## src/rtl/alarm_pkg.sv

```systemverilog
// Shared state encoding, default timing constants and width helpers for the alarm beeper.
package alarm_pkg;

  typedef enum logic [2:0] {
    ST_IDLE     = 3'd0,
    ST_BEEP_ON  = 3'd1,
    ST_BEEP_OFF = 3'd2,
    ST_SILENCE  = 3'd3,
    ST_SNOOZE   = 3'd4
  } alarm_state_e;

  localparam int DEF_TICK_HZ    = 100;
  localparam int DEF_BEEP_ON_T  = 10;
  localparam int DEF_BEEP_OFF_T = 10;
  localparam int DEF_BEEPS      = 3;
  localparam int DEF_SILENCE_T  = 100;
  localparam int DEF_TIMEOUT_S  = 60;
  localparam int DEF_SNOOZE_S   = 300;

  // Bits needed to hold every value 0..max_val.
  function automatic int cnt_width(input int max_val);
    return (max_val < 2) ? 1 : $clog2(max_val + 1);
  endfunction

  function automatic int max2(input int a, input int b);
    return (a > b) ? a : b;
  endfunction

  function automatic int max3(input int a, input int b, input int c);
    return max2(max2(a, b), c);
  endfunction

endpackage

```

## src/rtl/alarm_tmr.sv

```systemverilog
// Saturating down-counter: load wins over decrement, done while the count is zero.
module alarm_tmr #(
  parameter int W = 8
) (
  input  logic         clk,
  input  logic         rst_n,
  input  logic         load_i,
  input  logic [W-1:0] load_val_i,
  input  logic         dec_i,
  output logic         done_o
);

  logic [W-1:0] cnt_q, cnt_d;

  always_comb begin
    cnt_d = cnt_q;
    if (load_i) begin
      cnt_d = load_val_i;
    end else if (dec_i && (cnt_q != '0)) begin
      cnt_d = cnt_q - W'(1);
    end
  end

  always_ff @(posedge clk or negedge rst_n) begin
    if (!rst_n) begin
      cnt_q <= '0;
    end else begin
      cnt_q <= cnt_d;
    end
  end

  assign done_o = (cnt_q == '0);

endmodule

```

## src/rtl/alarm_beeper.sv

```systemverilog
// Alarm buzzer sequencer: beep bursts with silence gaps, snooze and auto-stop timeout.
//
// state       | meaning
// ST_IDLE     | armed or disarmed, waiting for alarm_match
// ST_BEEP_ON  | buzzer driven for BEEP_ON_T ticks
// ST_BEEP_OFF | gap after a beep, BEEP_OFF_T ticks
// ST_SILENCE  | pause after a full burst, SILENCE_T ticks
// ST_SNOOZE   | user snoozed, waiting SNOOZE_S seconds
module alarm_beeper
  import alarm_pkg::*;
#(
  parameter int TICK_HZ    = DEF_TICK_HZ,
  parameter int BEEP_ON_T  = DEF_BEEP_ON_T,
  parameter int BEEP_OFF_T = DEF_BEEP_OFF_T,
  parameter int BEEPS      = DEF_BEEPS,
  parameter int SILENCE_T  = DEF_SILENCE_T,
  parameter int TIMEOUT_S  = DEF_TIMEOUT_S,
  parameter int SNOOZE_S   = DEF_SNOOZE_S
) (
  input  logic clk,
  input  logic rst,
  input  logic tick,
  input  logic alarm_en,
  input  logic alarm_match,
  input  logic stop,
  input  logic snooze,
  output logic buzzer,
  output logic ringing,
  output logic snoozing
);

  localparam int PH_W      = cnt_width(max3(BEEP_ON_T, BEEP_OFF_T, SILENCE_T) - 1);
  localparam int TMO_TICKS = TIMEOUT_S * TICK_HZ;
  localparam int SNZ_TICKS = SNOOZE_S * TICK_HZ;
  // Timeout and snooze share one counter measured in raw ticks.
  localparam int LG_W      = cnt_width(max2(TMO_TICKS, SNZ_TICKS) - 1);
  localparam int IDX_W     = cnt_width(BEEPS);

  localparam logic [PH_W-1:0]  ON_LD    = PH_W'(BEEP_ON_T - 1);
  localparam logic [PH_W-1:0]  OFF_LD   = PH_W'(BEEP_OFF_T - 1);
  localparam logic [PH_W-1:0]  SIL_LD   = PH_W'(SILENCE_T - 1);
  localparam logic [LG_W-1:0]  TMO_LD   = LG_W'(TMO_TICKS - 1);
  localparam logic [LG_W-1:0]  SNZ_LD   = LG_W'(SNZ_TICKS - 1);
  localparam logic [IDX_W-1:0] BEEPS_L  = IDX_W'(BEEPS);

  alarm_state_e     state_q, state_d;
  logic [IDX_W-1:0] idx_q, idx_d;
  logic             ph_load, ph_done, ph_exp;
  logic [PH_W-1:0]  ph_val;
  logic             lg_load, lg_done, lg_exp;
  logic [LG_W-1:0]  lg_val;
  logic             is_ringing;
  logic             buzzer_q, ringing_q, snoozing_q;

  alarm_tmr #(.W(PH_W)) u_phase_tmr (
    .clk        (clk),
    .rst_n      (rst),
    .load_i     (ph_load),
    .load_val_i (ph_val),
    .dec_i      (tick),
    .done_o     (ph_done)
  );

  alarm_tmr #(.W(LG_W)) u_long_tmr (
    .clk        (clk),
    .rst_n      (rst),
    .load_i     (lg_load),
    .load_val_i (lg_val),
    .dec_i      (tick),
    .done_o     (lg_done)
  );

  assign ph_exp     = tick & ph_done;
  assign lg_exp     = tick & lg_done;
  assign is_ringing = (state_q == ST_BEEP_ON) || (state_q == ST_BEEP_OFF) ||
                      (state_q == ST_SILENCE);

  always_comb begin
    state_d = state_q;
    idx_d   = idx_q;
    ph_load = 1'b0;
    ph_val  = ON_LD;
    lg_load = 1'b0;
    lg_val  = TMO_LD;

    if (!alarm_en || stop) begin
      state_d = ST_IDLE;
    end else if (snooze && is_ringing) begin
      state_d = ST_SNOOZE;
      lg_load = 1'b1;
      lg_val  = SNZ_LD;
    end else begin
      case (state_q)
        ST_IDLE: begin
          if (alarm_match) begin
            state_d = ST_BEEP_ON;
            idx_d   = '0;
            ph_load = 1'b1;
            lg_load = 1'b1;
          end
        end
        ST_BEEP_ON: begin
          if (lg_exp) begin
            state_d = ST_IDLE;
          end else if (ph_exp) begin
            state_d = ST_BEEP_OFF;
            idx_d   = idx_q + IDX_W'(1);
            ph_load = 1'b1;
            ph_val  = OFF_LD;
          end
        end
        ST_BEEP_OFF: begin
          if (lg_exp) begin
            state_d = ST_IDLE;
          end else if (ph_exp) begin
            ph_load = 1'b1;
            if (idx_q < BEEPS_L) begin
              state_d = ST_BEEP_ON;
            end else begin
              state_d = ST_SILENCE;
              ph_val  = SIL_LD;
            end
          end
        end
        ST_SILENCE: begin
          if (lg_exp) begin
            state_d = ST_IDLE;
          end else if (ph_exp) begin
            state_d = ST_BEEP_ON;
            idx_d   = '0;
            ph_load = 1'b1;
          end
        end
        ST_SNOOZE: begin
          if (lg_exp) begin
            state_d = ST_BEEP_ON;
            idx_d   = '0;
            ph_load = 1'b1;
            lg_load = 1'b1;
          end
        end
        default: begin
          state_d = ST_IDLE;
        end
      endcase
    end
  end

  // Outputs decode the next state so they line up with state_q and never see inputs directly.
  always_ff @(posedge clk or negedge rst) begin
    if (!rst) begin
      state_q    <= ST_IDLE;
      idx_q      <= '0;
      buzzer_q   <= 1'b0;
      ringing_q  <= 1'b0;
      snoozing_q <= 1'b0;
    end else begin
      state_q    <= state_d;
      idx_q      <= idx_d;
      buzzer_q   <= (state_d == ST_BEEP_ON);
      ringing_q  <= (state_d == ST_BEEP_ON) || (state_d == ST_BEEP_OFF) ||
                    (state_d == ST_SILENCE);
      snoozing_q <= (state_d == ST_SNOOZE);
    end
  end

  assign buzzer   = buzzer_q;
  assign ringing  = ringing_q;
  assign snoozing = snoozing_q;

endmodule

```

## config.mk

```make
export PLATFORM = sky130hd
export DESIGN_NAME = alarm_beeper
export DESIGN_NICKNAME = d
export VERILOG_FILES = /design/src/rtl/alarm_pkg.sv /design/src/rtl/alarm_tmr.sv /design/src/rtl/alarm_beeper.sv
export SDC_FILE = /design/constraint.sdc
export NUM_CORES = 1
export LEC_CHECK = 0
export ABC_AREA = 1
export CORE_MARGIN = 8
export CORE_UTILIZATION = 55
export DETAILED_ROUTE_END_ITERATION = 8
export PLACE_DENSITY = 0.79
export SLEW_MARGIN = 20
export SYNTH_ARGS = -nofsm -noshare
export SYNTH_HDL_FRONTEND = slang
export SYNTH_SLANG_ARGS = --single-unit
```

## constraint.sdc

```tcl
create_clock -name clk -period 2.4 [get_ports clk]
set_clock_uncertainty 0.15 [all_clocks]
set_input_delay 0.48 -clock clk [delete_from_list [all_inputs] [get_ports clk]]
set_output_delay 0.48 -clock clk [all_outputs]
set_load 0.01 [all_outputs]
```

# After elaboration in Yosys (flattened, before gate mapping)
# Index checks and enable logic that the tools add are counted.
# classes
add_sub_neg	3
order_cmp	1
eq_ne	14
mux	41
n_bitwise	4
reduce_logical	19
# ops
cell	count
two-way mux 15 bit	4
two-way mux 7 bit	8
two-way mux 3 bit	10
logical NOT 15 bit	1
one-hot mux 3 bit (5 select lines)	1
nonzero test 15 bit	1
subtractor 15 x 1 -> 15 bit (second input constant)	1
two-way mux 2 bit	7
equality test 3 x 2 -> 1 bit (second input constant)	4
!= test 2 bit (second input constant)	6
AND reduction 9 bit	1
two-way mux 1 bit	8
one-hot mux 2 bit (4 select lines)	1
logical NOT 7 bit	1
nonzero test 7 bit	1
subtractor 7 x 1 -> 7 bit (second input constant)	1
equality test 3 x 1 -> 1 bit (second input constant)	2
equality test 3 bit (second input constant)	2
logical OR 1 bit	5
nonzero test 2 bit	2
nonzero test 4 bit	1
logical AND 1 bit	3
logical NOT 3 bit	1
one-hot mux 1 bit (3 select lines)	1
7 further kinds	9
# word_totals
reg_bits	30
output_inout_bits	3
wordCells	89

# Depth between registers and ports, before layout
# logic_depth
word_depth	10
mapped_depth	14

# By module
# From an unflattened synthesis, not the netlist that was laid out.
# hier_totals
cells_unflattened	320
hier_area_um2	2214.6
# modules_own_cells
module	n_inst	cells_each	area_each_um2	seq_area_each_um2
alarm_tmr at u_long_tmr	1	154	1067.3	375.4
alarm_beeper	1	91	661.9	200.2
alarm_tmr at u_phase_tmr	1	75	485.5	175.2

# Worst setup path after synthesis
# Ideal clock, no wire load.
# synth_path
kind	reg-to-reg
from	register u_phase_tmr.cnt_q[0]
to	register buzzer_q, in the netlist buzzer
arrival_ps	1459
required_ps	2121
slack_ps	662
path_stages_with_launch	10
path_buffers	0
cell_sequence	dfrtp_1 inv_1 ha_1 inv_1 nor2_1 nand3_2 nor2_4 nor2_1 nor4_4 nor2_1
# synth_via
elab_chain_cells	8
elab_cells_between_ends	12
# synth_rtl
element	line	text
from (decl)	alarm_tmr.sv:13	logic [W-1:0] cnt_q, cnt_d;
from (signal assigned)	alarm_tmr.sv:28	cnt_q <= cnt_d;
logical NOT 7 bit *	alarm_tmr.sv:32	assign done_o = (cnt_q == '0);
AND 1 bit *	alarm_beeper.sv:73	assign ph_exp = tick & ph_done;
two-way mux 3 bit, on equally long branches	alarm_beeper.sv:128, alarm_beeper.sv:105, alarm_beeper.sv:115	
two-way mux 3 bit, on equally long branches	alarm_beeper.sv:126, alarm_beeper.sv:103, alarm_beeper.sv:113	
one-hot mux 3 bit (5 select lines) *	alarm_beeper.sv:93	case (state_q)
two-way mux 3 bit *	alarm_beeper.sv:88	end else if (snooze && is_ringing) begin
two-way mux 3 bit *	alarm_beeper.sv:86	if (!alarm_en || stop) begin
named net state_d[1]	alarm_beeper.sv:46	alarm_state_e state_q, state_d;
equality test 3 x 1 -> 1 bit *	alarm_beeper.sv:160	buzzer_q <= (state_d == ST_BEEP_ON);
to (signal assigned)	alarm_beeper.sv:160	
to (decl)	alarm_beeper.sv:53	logic buzzer_q, ringing_q, snoozing_q;
# The timed path passes the listed nets; every way through them passes the cells marked *.
# A chain may end at the register's enable or synchronous reset.

# Final worst setup path
# layout_path
from	register u_phase_tmr.cnt_q[0]
to	register u_phase_tmr.cnt_q[5]
# layout_via
elab_chain_cells	8
elab_cells_between_ends	18
# layout_rtl
element	line	text
logical NOT 7 bit	alarm_tmr.sv:32	
AND 1 bit	alarm_beeper.sv:73	
two-way mux 1 bit / two-way mux 7 bit (equally long branches)	alarm_beeper.sv:105, alarm_beeper.sv:115, alarm_beeper.sv:128	
two-way mux 1 bit / two-way mux 7 bit (equally long branches)	alarm_beeper.sv:113	if (lg_exp) begin
one-hot mux 1 bit (3 select lines) / two-way mux 7 bit (equally long branches)	n/a	
two-way mux 1 bit / two-way mux 7 bit (equally long branches)	alarm_beeper.sv:88	
two-way mux 1 bit / two-way mux 7 bit (equally long branches)	alarm_beeper.sv:86	
two-way mux 7 bit / nonzero test 2 bit (equally long branches)	n/a	
# Several ways; a longest one is shown, not always the timed one. The select of a mux whose other input is x is not followed.

==> impl_metrics.py <==
metrics = {
    "route": {
        "drtPass1Iterations": 4,
        "wirelength_mm": 3.94,
        "detail_route.iter0.violations": 103,
        "vias_per_cell": 5.06,
        "via_count": 1651,
        "drc": 0,
        "wire_per_inst_um": 12.1,
        "ant_nets": 0,
    },
    "logic_synthesis": {
        "synth_seq_area_share": 0.372,
        "synth-edff-count": 0,
        "synth.net_count": 270,
        "postSynthCellCount": 258,
        "synth-warning-count": 0,
        "avgSynthCellArea_um2": 7.83,
        "synthArstFlopShare": 1.00,
        "yosys_most_used_dff": "dfrtp_1",
        "ys_types": 27,
        "ys_ff_latch": 30,
        "syn_area_um2": 2020,
    },
    "clocking": {
        "cts.reportedPaths.clkPinSlew_ns": 0.06,
        "cts_hold_buffers": 0,
        "cts_tree": "yes",
        "cts_inserted_buffers": 5,
        "clock-root-buffer": "clkbuf_8",
        "postCtsSetupBuffers": 0,
        "worstSkewPairLatency_ns": 0.28,
        "clock-sinks": 30,
        "cts_resized": 0,
        "max-clock-path-buffers": 2,
        "h-tree-depth": 2,
    },
    "finish": {
        "ff_latch_area_um2": 751,
        "nFillCells": 324,
        "area_growth_pct": 13.1,
        "multi_input_area_um2": 1140,
        "num_antenna_cells": 0,
        "design_area_um2": 2280,
        "drive_above_1_share": 0.191,
        "layout.nets": 289,
    },
    "power_and_ir_drop": {
        "power_frac_seq": 0.405,
        "cellPowerDensity_nw_per_um2": 835,
        "clock_power_share": 0.221,
        "p_leak_nw": 1.06,
        "p_switching_mw": 0.758,
        "p_int_mw": 1.15,
        "swShare": 0.397,
        "p_comb_frac": 0.373,
        "peakVddDrop_uv": 456,
    },
    "global_routing": {
        "use_met3": 0.0236,
        "grt_remaining_overflow": 0,
        "track_usage": 0.146,
        "grt_pass1_wl_mm": 7.10,
        "grt_start_max_net_pins": 31,
        "top_usage_layer": "met2",
        "antenna_found_initial": 0,
        "gr-usage-met1": 0.189,
        "grt_pass1_vias": 1578,
        "grtUsageMet2": 0.225,
    },
    "setup_path": {
        "slowest_delay_ns": 0.37,
        "critical_path_required_ns": 2.42,
        "crit_top_cell": "nand2_1",
        "cp-end-kind": "register",
        "worst-path-max-fanout": 10,
        "cp_num_buf_inv": 2,
        "critPathTopFamily": "simple AND/OR/NAND/NOR gates",
        "crit_chain": "inv_1, ha_1, inv_1, nor2_1, nand3_2, nor2_4, nand3_2, nand3_4, nand2_8, nand2_1, nand2_1, nand2_1, nand2_1",
        "worstPathArrival_ns": 1.97,
        "path_class": "register to register",
        "critPathSlowestCell": "dfrtp_1",
        "critPathLaunchType": "register",
    },
    "flow_run": {
        "drv_cap": 0,
    },
    "placed_design": {
        "post-dp-hpwl_mm": 2.95,
        "portBuffers": 9,
        "dp_slack_ns": 0.199,
        "place_area_um2": 2190,
        "finalWeightedCongestion": 0.936,
    },
    "floorplanning": {
        "row_count": 22,
        "ios": 10,
        "initial_utilization": 0.560,
        "fp.coreArea_um2": 3610,
        "fp.dieArea_um2": 5870,
        "fp.dieW_um": 76.6,
        "fp.dieH_um": 76.6,
    },
    "sta": {
        "worst_pin_slew_ns": 0.389,
        "rsz0062_at_grt": "false",
        "clock.fmax_mhz": 513,
        "hold_viol": 0,
        "final_max_slew_viol_count": 0,
        "min_period_ns": 1.95,
        "post-route-period-util": 0.812,
        "setup_viol": 0,
        "setup_ws_ns": 0.452,
        "relSlewSlack": 0.741,
        "tns_ns": 0,
    },
    "run_status": {
        "outcome": "finished clean",
    },
    "hold_path": {
        "hp-class": "register to register",
    },
}
==> worst paths after layout <==
path                                      start  slack (ns)                   end  cells past startpoint
max                        u_phase_tmr.cnt_q[0]        0.45  u_phase_tmr.cnt_q[5]                     13
min                                    idx_q[1]        0.36              idx_q[1]                      2
max reg2reg                u_phase_tmr.cnt_q[0]        0.45  u_phase_tmr.cnt_q[5]                     13
min reg2reg                            idx_q[1]        0.36              idx_q[1]                      2
max in group asynchronous                   rst        1.37  u_phase_tmr.cnt_q[0]                      2
min in group asynchronous                   rst        0.44   u_long_tmr.cnt_q[6]                      2
==> cell usage after synthesis, types with 2 or more instances <==
library cell | n | area, um^2
o21ai_1 | 4 | 20.0
inv_4 | 2 | 12.5
xor2_1 | 10 | 87.6
dfrtp_1 | 30 | 751
nand3_1 | 15 | 75.1
inv_2 | 4 | 15.0
o21ai_2 | 4 | 35.0
nor2_4 | 5 | 56.3
inv_1 | 27 | 101
nor2_1 | 27 | 101
nand2_1 | 58 | 218
nand4_1 | 3 | 18.8
nand2_2 | 8 | 50.1
xnor2_1 | 6 | 52.6
nor3_1 | 8 | 40.0
nand3_4 | 3 | 52.6
o21ai_0 | 10 | 50.1
a21oi_1 | 11 | 55.1
ha_1 | 5 | 62.6
nor2_2 | 8 | 50.1
nand3_2 | 4 | 40.0
==> final cells by class <==
cell class / count / share of cell area
inverters: 33 / 0.0564
clock inverters: 1 / 0.00219
clock buffers: 7 / 0.0378
flip-flops and latches: 30 / 0.329
well taps: 48 / 0.0263
multi-input cells: 195 / 0.499
repair buffers: 12 / 0.0493
==> routing by layer <==
layer	vias up	wire, um
li1	858	-
met4	0	88
met1	758	1890
met5	-	0
met3	6	157
met2	29	1800
==> stage by stage <==
stage | hold WS, ns | utilization | instances | power [mW]
3_5_place_dp | 0.349 | 0.608 | 318 | 1.49
6_report | 0.360 | 0.633 | 326 | 1.91
4_1_cts | 0.365 | 0.633 | 326 | 1.92
5_1_grt | 0.391 | 0.633 | 326 | 2.05
3_3_place_gp | 0.327 | 0.608 | 318 | 1.48
2_1_floorplan | 0.0344 | - | 258 | 1.32
==> power groups by stage <==
stage                     logic (mW)  registers [mW]  clock network [mW]
final                          0.712           0.773               0.423
after global routing           0.816           0.793               0.443
after CTS                      0.715           0.771               0.430
after detailed placement       0.709           0.777                   0
after global placement         0.700           0.778                   0
after floorplan                0.570           0.749                   0
==> sequential cells by signal, indices dropped and copies added (netlist names) <==
register           count
buzzer                 1
idx_q                  2
ringing                1
snoozing               1
state_q                3
u_long_tmr.cnt_q      15
u_phase_tmr.cnt_q      7
==> placed cells by master (no fill, tap or decap), types with 2 or more instances in the layout <==
cell,netlist,final
xor2_1,10,10
o21ai_1,4,4
inv_4,2,2
nor2_2,8,8
nor3_1,8,8
clkbuf_8,0,6
ha_1,5,5
nand3_2,4,4
nand3_1,15,15
nand3_4,3,3
o21ai_0,10,10
inv_1,27,27
a21oi_1,11,11
nand2_1,58,58
nand2_2,8,8
xnor2_1,6,6
o21ai_2,4,4
nor2_4,5,5
nor2_1,27,27
clkdlybuf4s50_1,0,9
nand4_1,3,3
inv_2,4,4
dfrtp_1,30,30
buf_4,0,3
==> worst reg2reg max path, stage by stage (launching register included) <==
cell and delay, ns:
dfrtp_1 0.37, inv_1 0.14, ha_1 0.16, inv_1 0.04, nor2_1 0.12, nand3_2 0.12, nor2_4 0.19, nand3_2 0.12
nand3_4 0.12, nand2_8 0.08, nand2_1 0.07, nand2_1 0.04, nand2_1 0.05, nand2_1 0.05
==> kinds of logic (layout without fill, tap and decap cells) <==
group / Yosys count / in the layout / synth area share
AO/OA/AOI/OAI: 29 / 29 / 0.0793
XOR/XNOR: 16 / 16 / 0.0694
adder cells (fa/ha/maj): 5 / 5 / 0.0310
buffers and inverters: 33 / 53 / 0.0638
flip-flops: 30 / 30 / 0.372
AND/OR/NAND/NOR: 145 / 145 / 0.385
Note: power is estimated with default switching activity, not from simulation.
